==> src/rtl/fpu_pipe_unit.sv <==
// fpu_pipe_unit: three-stage pipelined floating-point add/sub/mul
// with valid/ready backpressure and per-result/sticky exception flags.
module fpu_pipe_unit #(
    parameter int EXP_W = 8,
    parameter int MAN_W = 23,
    parameter int TAG_W = 4
) (
    input  logic                 clk,
    input  logic                 rst_n,
    input  logic                 in_valid,
    output logic                 in_ready,
    input  logic [1:0]           in_op,
    input  logic [EXP_W+MAN_W:0] in_a,
    input  logic [EXP_W+MAN_W:0] in_b,
    input  logic [TAG_W-1:0]     in_tag,
    output logic                 out_valid,
    input  logic                 out_ready,
    output logic [EXP_W+MAN_W:0] out_y,
    output logic [TAG_W-1:0]     out_tag,
    output logic [3:0]           out_flags,
    output logic [3:0]           sticky,
    input  logic                 sticky_clr
);

    localparam int FW  = 1 + EXP_W + MAN_W;
    localparam int SW  = MAN_W + 4;
    localparam int PW  = 2 * MAN_W + 2;
    localparam int EW  = EXP_W + 2;
    localparam int LZW = $clog2(SW) + 1;

    localparam logic signed [EW-1:0] BIAS = EW'((1 << (EXP_W - 1)) - 1);
    localparam logic signed [EW-1:0] EMAX = EW'((1 << EXP_W) - 1);
    localparam logic signed [EW-1:0] EMIN = EW'(1);

    localparam logic [FW-2:0] INF_M = {{EXP_W{1'b1}}, {MAN_W{1'b0}}};
    localparam logic [FW-1:0] QNAN  = {FW{1'b1}};

    localparam logic [3:0] F_NV  = 4'b1000;
    localparam logic [3:0] F_OFX = 4'b0101;
    localparam logic [3:0] F_UFX = 4'b0011;

    localparam logic [1:0] OP_SUB = 2'b01;
    localparam logic [1:0] OP_MUL = 2'b10;

    // sig fields are {hidden, fraction, guard, round, sticky}
    typedef struct packed {
        logic             v;
        logic [TAG_W-1:0] tag;
        logic             mul;
        logic             spec;
        logic [FW-1:0]    spec_y;
        logic [3:0]       spec_f;
        logic             sgn;
        logic [EW-1:0]    exp;
        logic             sub;
        logic [SW-1:0]    big;
        logic [SW-1:0]    sml;
        logic [PW-1:0]    prod;
    } s1_t;

    typedef struct packed {
        logic             v;
        logic [TAG_W-1:0] tag;
        logic             spec;
        logic [FW-1:0]    spec_y;
        logic [3:0]       spec_f;
        logic             sgn;
        logic [EW-1:0]    exp;
        logic [SW-1:0]    nm;
    } s2_t;

    s1_t s1_d, s1_q;
    s2_t s2_d, s2_q;

    logic                 out_v_q;
    logic [FW-1:0]        y_q, y_d;
    logic [TAG_W-1:0]     tag_q;
    logic [3:0]           flg_q, flg_d;
    logic [3:0]           sticky_q;
    logic                 stall;

    assign stall     = out_v_q && !out_ready;
    assign in_ready  = !stall;
    assign out_valid = out_v_q;
    assign out_y     = y_q;
    assign out_tag   = tag_q;
    assign out_flags = flg_q;
    assign sticky    = sticky_q;

    // ---------------- S1: unpack, classify, align or multiply
    logic             sa, sb, sbe;
    logic             is_mul, is_sub;
    logic [EXP_W-1:0] ea, eb;
    logic [MAN_W-1:0] ma, mb;
    logic             za, zb, ia, ib, na, nb;
    logic             a_ge;
    logic [MAN_W:0]   siga, sigb;
    logic [EXP_W-1:0] e_big, e_sml, e_diff;
    logic [SW-1:0]    ext_big, ext_sml;
    logic [SW-1:0]    lost_mask, sml_al;
    logic             sml_lost;
    logic signed [EW-1:0] m_exp;

    assign is_mul = (in_op == OP_MUL);
    assign is_sub = (in_op == OP_SUB);

    assign sa = in_a[FW-1];
    assign sb = in_b[FW-1];
    assign ea = in_a[FW-2:MAN_W];
    assign eb = in_b[FW-2:MAN_W];
    assign ma = in_a[MAN_W-1:0];
    assign mb = in_b[MAN_W-1:0];

    assign sbe = sb ^ is_sub;

    // Subnormals have exp==0 and are flushed to signed zero
    assign za = (ea == '0);
    assign zb = (eb == '0);
    assign ia = (&ea) && (ma == '0);
    assign ib = (&eb) && (mb == '0);
    assign na = (&ea) && (ma != '0);
    assign nb = (&eb) && (mb != '0);

    assign siga = za ? '0 : {1'b1, ma};
    assign sigb = zb ? '0 : {1'b1, mb};

    assign a_ge  = (in_a[FW-2:0] >= in_b[FW-2:0]);
    assign e_big = a_ge ? ea : eb;
    assign e_sml = a_ge ? eb : ea;
    assign e_diff = e_big - e_sml;

    assign ext_big = {(a_ge ? siga : sigb), 3'b000};
    assign ext_sml = {(a_ge ? sigb : siga), 3'b000};

    assign lost_mask = ~({SW{1'b1}} << e_diff);
    assign sml_lost  = |(ext_sml & lost_mask);
    assign sml_al    = (ext_sml >> e_diff) | {{(SW-1){1'b0}}, sml_lost};

    assign m_exp = $signed({2'b00, ea}) + $signed({2'b00, eb}) - BIAS;

    logic          sp_hit;
    logic [FW-1:0] sp_y;
    logic [3:0]    sp_f;

    always_comb begin
        sp_hit = 1'b0;
        sp_y   = '0;
        sp_f   = '0;
        if (na || nb) begin
            sp_hit = 1'b1;
            sp_y   = QNAN;
        end else if (is_mul) begin
            if ((ia && zb) || (za && ib)) begin
                sp_hit = 1'b1;
                sp_y   = QNAN;
                sp_f   = F_NV;
            end else if (ia || ib) begin
                sp_hit = 1'b1;
                sp_y   = {sa ^ sb, INF_M};
            end else if (za || zb) begin
                sp_hit = 1'b1;
                sp_y   = {sa ^ sb, {(FW-1){1'b0}}};
            end
        end else begin
            if (ia && ib && (sa != sbe)) begin
                sp_hit = 1'b1;
                sp_y   = QNAN;
                sp_f   = F_NV;
            end else if (ia) begin
                sp_hit = 1'b1;
                sp_y   = {sa, INF_M};
            end else if (ib) begin
                sp_hit = 1'b1;
                sp_y   = {sbe, INF_M};
            end
        end
    end

    always_comb begin
        s1_d        = '0;
        s1_d.v      = in_valid;
        s1_d.tag    = in_tag;
        s1_d.mul    = is_mul;
        s1_d.spec   = sp_hit;
        s1_d.spec_y = sp_y;
        s1_d.spec_f = sp_f;
        if (is_mul) begin
            s1_d.sgn  = sa ^ sb;
            s1_d.exp  = m_exp;
            s1_d.prod = PW'(siga) * PW'(sigb);
        end else begin
            s1_d.sgn = a_ge ? sa : sbe;
            s1_d.exp = {2'b00, e_big};
            s1_d.sub = sa ^ sbe;
            s1_d.big = ext_big;
            s1_d.sml = sml_al;
        end
    end

    // ---------------- S2: add/sub and normalise
    logic [SW:0]    sum;
    logic [LZW-1:0] lz;
    logic [PW-1:0]  pn;
    logic           top;
    logic [SW-1:0]  nm_mul;

    assign top    = s1_q.prod[PW-1];
    assign pn     = top ? s1_q.prod : (s1_q.prod << 1);
    assign nm_mul = {pn[PW-1 -: SW-1], |pn[PW-SW:0]};

    always_comb begin
        sum = s1_q.sub ? ({1'b0, s1_q.big} - {1'b0, s1_q.sml})
                       : ({1'b0, s1_q.big} + {1'b0, s1_q.sml});
        lz = '0;
        for (int i = 0; i < SW; i++) begin
            if (sum[i]) lz = LZW'(SW - 1 - i);
        end
    end

    always_comb begin
        s2_d        = '0;
        s2_d.v      = s1_q.v;
        s2_d.tag    = s1_q.tag;
        s2_d.spec   = s1_q.spec;
        s2_d.spec_y = s1_q.spec_y;
        s2_d.spec_f = s1_q.spec_f;
        s2_d.sgn    = s1_q.sgn;
        if (s1_q.mul) begin
            s2_d.exp = $signed(s1_q.exp)
                     + $signed({{(EW-1){1'b0}}, top});
            s2_d.nm  = nm_mul;
        end else if (sum[SW]) begin
            s2_d.exp = $signed(s1_q.exp) + EMIN;
            s2_d.nm  = {sum[SW:2], sum[1] | sum[0]};
        end else begin
            s2_d.exp = $signed(s1_q.exp) - $signed(EW'(lz));
            s2_d.nm  = sum[SW-1:0] << lz;
            if (sum == '0) s2_d.sgn = 1'b0;
        end
    end

    // ---------------- S3: round to nearest even, pack
    logic                 g_bit, rs_bit, up, inx;
    logic [MAN_W:0]       frc;
    logic signed [EW-1:0] e_r;

    assign g_bit  = s2_q.nm[2];
    assign rs_bit = s2_q.nm[1] | s2_q.nm[0];
    assign up     = g_bit && (rs_bit || s2_q.nm[3]);
    assign inx    = g_bit || rs_bit;
    assign frc    = {1'b0, s2_q.nm[SW-2:3]} + {{MAN_W{1'b0}}, up};
    assign e_r    = $signed(s2_q.exp)
                  + $signed({{(EW-1){1'b0}}, frc[MAN_W]});

    always_comb begin
        y_d   = '0;
        flg_d = '0;
        if (s2_q.spec) begin
            y_d   = s2_q.spec_y;
            flg_d = s2_q.spec_f;
        end else if (!s2_q.nm[SW-1]) begin
            y_d   = '0;
        end else if (e_r >= EMAX) begin
            y_d   = {s2_q.sgn, INF_M};
            flg_d = F_OFX;
        end else if (e_r < EMIN) begin
            y_d   = {s2_q.sgn, {(FW-1){1'b0}}};
            flg_d = F_UFX;
        end else begin
            y_d   = {s2_q.sgn, e_r[EXP_W-1:0], frc[MAN_W-1:0]};
            flg_d = {3'b000, inx};
        end
    end

    // ---------------- pipeline registers
    always_ff @(posedge clk or negedge rst_n) begin
        if (!rst_n) begin
            s1_q    <= '0;
            s2_q    <= '0;
            out_v_q <= 1'b0;
            y_q     <= '0;
            tag_q   <= '0;
            flg_q   <= '0;
        end else if (!stall) begin
            s1_q    <= s1_d;
            s2_q    <= s2_d;
            out_v_q <= s2_q.v;
            if (s2_q.v) begin
                y_q   <= y_d;
                tag_q <= s2_q.tag;
                flg_q <= flg_d;
            end
        end
    end

    always_ff @(posedge clk or negedge rst_n) begin
        if (!rst_n) begin
            sticky_q <= '0;
        end else if (sticky_clr) begin
            sticky_q <= '0;
        end else if (out_v_q && out_ready) begin
            sticky_q <= sticky_q | flg_q;
        end
    end

endmodule

==> config.mk <==
export PLATFORM = sky130hd
export DESIGN_NAME = fpu_pipe_unit
export DESIGN_NICKNAME = d
export VERILOG_FILES = /design/src/rtl/fpu_pipe_unit.sv
export SDC_FILE = /design/constraint.sdc
export NUM_CORES = 2
export LEC_CHECK = 0
export CAP_MARGIN = 20
export CELL_PAD_IN_SITES_DETAIL_PLACEMENT = 2
export CELL_PAD_IN_SITES_GLOBAL_PLACEMENT = 2
export CORE_AREA = 2 2 304 306
export DETAILED_ROUTE_END_ITERATION = 16
export DIE_AREA = 0 0 306 308
export PLACE_DENSITY_LB_ADDON = 0.1
export SKIP_CTS_REPAIR_TIMING = 1
export SYNTH_ARGS = -nofsm -noshare
export SYNTH_HDL_FRONTEND = slang
export SYNTH_SLANG_ARGS = --single-unit
==> constraint.sdc <==
create_clock -name clk -period 9.96 [get_ports clk]
set_input_delay 2.49 -clock clk [delete_from_list [all_inputs] [get_ports clk]]
set_output_delay 2.49 -clock clk [all_outputs]
set_load 0.05 [all_outputs]
==> impl_metrics.env <==
export IMPL_hold_class="reg2reg"
export IMPL_cp_common_cell="fa_1"
export IMPL_max_stage_delay_ps=630
export IMPL_core_area_mm2=0.0910
export IMPL_tritoncts="yes"
export IMPL_slew_headroom=0.327
export IMPL_die_area_mm2=0.0942
export IMPL_area_growth_pct=18.9
export IMPL_io_buffers=120
export IMPL_die_w_um=306
export IMPL_routed_via_density=6.02
export IMPL_ys_ff_latch=215
export IMPL_period_share=1.07
export IMPL_clk_path_buf_depth=3
export IMPL_numCtsBuffers=25
export IMPL_path_buf_inv=9
export IMPL_netlist_area_mm2=0.0361
export IMPL_violations="setup timing"
export IMPL_num_nets_final=5513
export IMPL_crit_required_ps=10380
export IMPL_critical_path_top_delay_family="adder cells"
export IMPL_synthTopCellsByCount="686 x nand2_1, 591 x inv_1, 484 x fa_1, 325 x nor2_1, 262 x ha_1"
export IMPL_ios=121
export IMPL_finClkSkew_ps=14.3
export IMPL_synth_edff_count=0
export IMPL_async_flop_share=1.00
export IMPL_vias=35500
export IMPL_grt_max_degree=112
export IMPL_synth_avg_cell_area_um2=8.30
export IMPL_endpoint_kind="register"
export IMPL_start_util=0.397
export IMPL_rsz0062_at_grt="yes"
export IMPL_htreeDepth=1
export IMPL_synth_distinct_cells=91
export IMPL_synth_top_area_share=0.268
export IMPL_fin_ws_ps=-675
export IMPL_grt_first_pass_wirelength_um=250000
export IMPL_multiInputGateArea_mm2=0.0281
export IMPL_fin_crit_ps=10630
export IMPL_regArea_mm2=0.00538
export IMPL_drt_iter0_markers=2703
export IMPL_worst_pin_slew_ps=997
export IMPL_path_max_fanout=6
export IMPL_setup_violations=13
export IMPL_startpoint_type="input port"
export IMPL_fillers=10100
export IMPL_wl_per_cell_um=30.4
export IMPL_critPathSlowestCell="fa_1"
export IMPL_max_freq_mhz=94.0
export IMPL_first_pass_iters=5
export IMPL_place_hpwl_um=140000
export IMPL_synth_most_common_cell="nand2_1"
export IMPL_grt_pass1_vias=39300
export IMPL_gp_congestion=0.953
export IMPL_syn_inst=4355
export IMPL_drtAntennaViolNets=0
export IMPL_max_cap_viol_count=0
export IMPL_final_hold_viol_count=0
export IMPL_antenna_found_initial=6
export IMPL_num_rows=111
export IMPL_clock_latency_ps=570
export IMPL_cts_sinks=215
export IMPL_worstSetupPathType="in2reg"
export IMPL_synth_main_ff_cell="dfrtp_1"
export IMPL_grtUsageTotal=0.353
export IMPL_clk_pin_slew_ps=60
export IMPL_report_final_slew_viol_count=0
export IMPL_fin_hold_ws_ps=471
export IMPL_synth_top_area_cell="fa_1"
export IMPL_synth_seq_area_share=0.149
export IMPL_overflow=0
export IMPL_cp_arrival_ps=11060
export IMPL_syn_nets=5176
export IMPL_synth_area_leaders="fa_1 27%, dfrtp_1 15%, ha_1 9.1%, nand2_1 7.1%, inv_1 6.1%"
export IMPL_drive_gt1_frac=0.140
export IMPL_run_status="finished, violations left"
export IMPL_cts_root_buffer="clkbuf_16"
export IMPL_synth_warnings=0
export IMPL_fp_dieH_um=308
export IMPL_wirelength_um=179000
export IMPL_drc=0
==> stage by stage <==
stage | worst slack (ps) | utilization | setup TNS, ps | instances | area [um^2]
after floorplan | 4.99 | - | 0 | 4355 | 36400
after global placement | -1090 | 0.455 | -15770 | 5818 | 41400
after detailed placement | -1600 | 0.455 | -27490 | 5818 | 41400
after CTS | -1010 | 0.464 | -11560 | 5863 | 42200
after global routing | -815 | 0.472 | -5280 | 5896 | 43000
final | -675 | 0.472 | -2720 | 5897 | 43000
==> worst paths after layout <==
path / endpoint / slack (ps) / startpoint / cells after the start
min: s2_q[75] / 470 / s2_q[75] / 2
max reg2reg: s2_q[36] / 1130 / s1_q[49] / 34
min in group asynchronous: s2_q[75] / 1890 / rst_n / 1
max: s1_q[46] / -670 / in_b[29] / 35
max in group asynchronous: out_y[17] / 6680 / rst_n / 2
min reg2reg: s2_q[75] / 470 / s2_q[75] / 2
==> registers in the layout, indices dropped and copies added, names as in the netlist <==
signal and cells:
out_valid 1, sticky 4, out_y 32, out_flags 4, s1_q 122, s2_q 47, g_bit 1, out_tag 4
==> layer usage <==
layer	global-route usage	up-vias	part of all wire
met5	0	-	0.00025
met4	0.165	6	0.069
met3	0.0365	591	0.059
met2	0.612	1411	0.48
met1	0.441	18500	0.39
li1	-	15000	-
==> final cells by class <==
cell class / instances / share of cell area
Tap cell: 1186 / 0.0345
Inverter: 598 / 0.0525
Antenna cell: 1 / 0.0000582
Timing Repair Buffer: 558 / 0.115
Multi-Input combinational cell: 3294 / 0.654
Clock buffer: 32 / 0.0159
Clock inverter: 13 / 0.00335
Sequential cell: 215 / 0.125
==> worst min-delay path, delay by kind of cell, from the launching register on <==
family	cells	cell delay, ps
DFF	1	340
and+or+nand+nor	2	100
==> cell usage in the layout (no fill, tap or decap), drive strengths merged, types with 35 or more instances in the layout <==
master / Yosys / routed
mux2i: 121 / 121
and3: 121 / 121
nand2b: 35 / 35
clkbuf: 213 / 39
nor3: 52 / 52
fa: 484 / 484
and2: 41 / 42
nand2: 688 / 688
dfrtp: 215 / 215
clkdlybuf4s50: 0 / 103
a31oi: 50 / 50
ha: 262 / 262
a21o: 49 / 49
xnor2: 94 / 94
xor2: 51 / 51
a21oi: 185 / 185
nor4: 38 / 38
nand3: 77 / 77
inv: 594 / 597
nor2: 325 / 325
buf: 36 / 441
o21ai: 196 / 196
==> cell families after synthesis <==
group | after synthesis | synth area share
simple gates | 1467 | 0.182
buf+inv | 847 | 0.0895
compound gates | 779 | 0.141
fa+ha+maj | 747 | 0.359
flops | 215 | 0.149
mux | 155 | 0.0444
xor+xnor | 145 | 0.0351
Power is left out: the tool's default activity adds up to more than one toggle a clock period on the data nets, which glitch-free logic cannot reach.
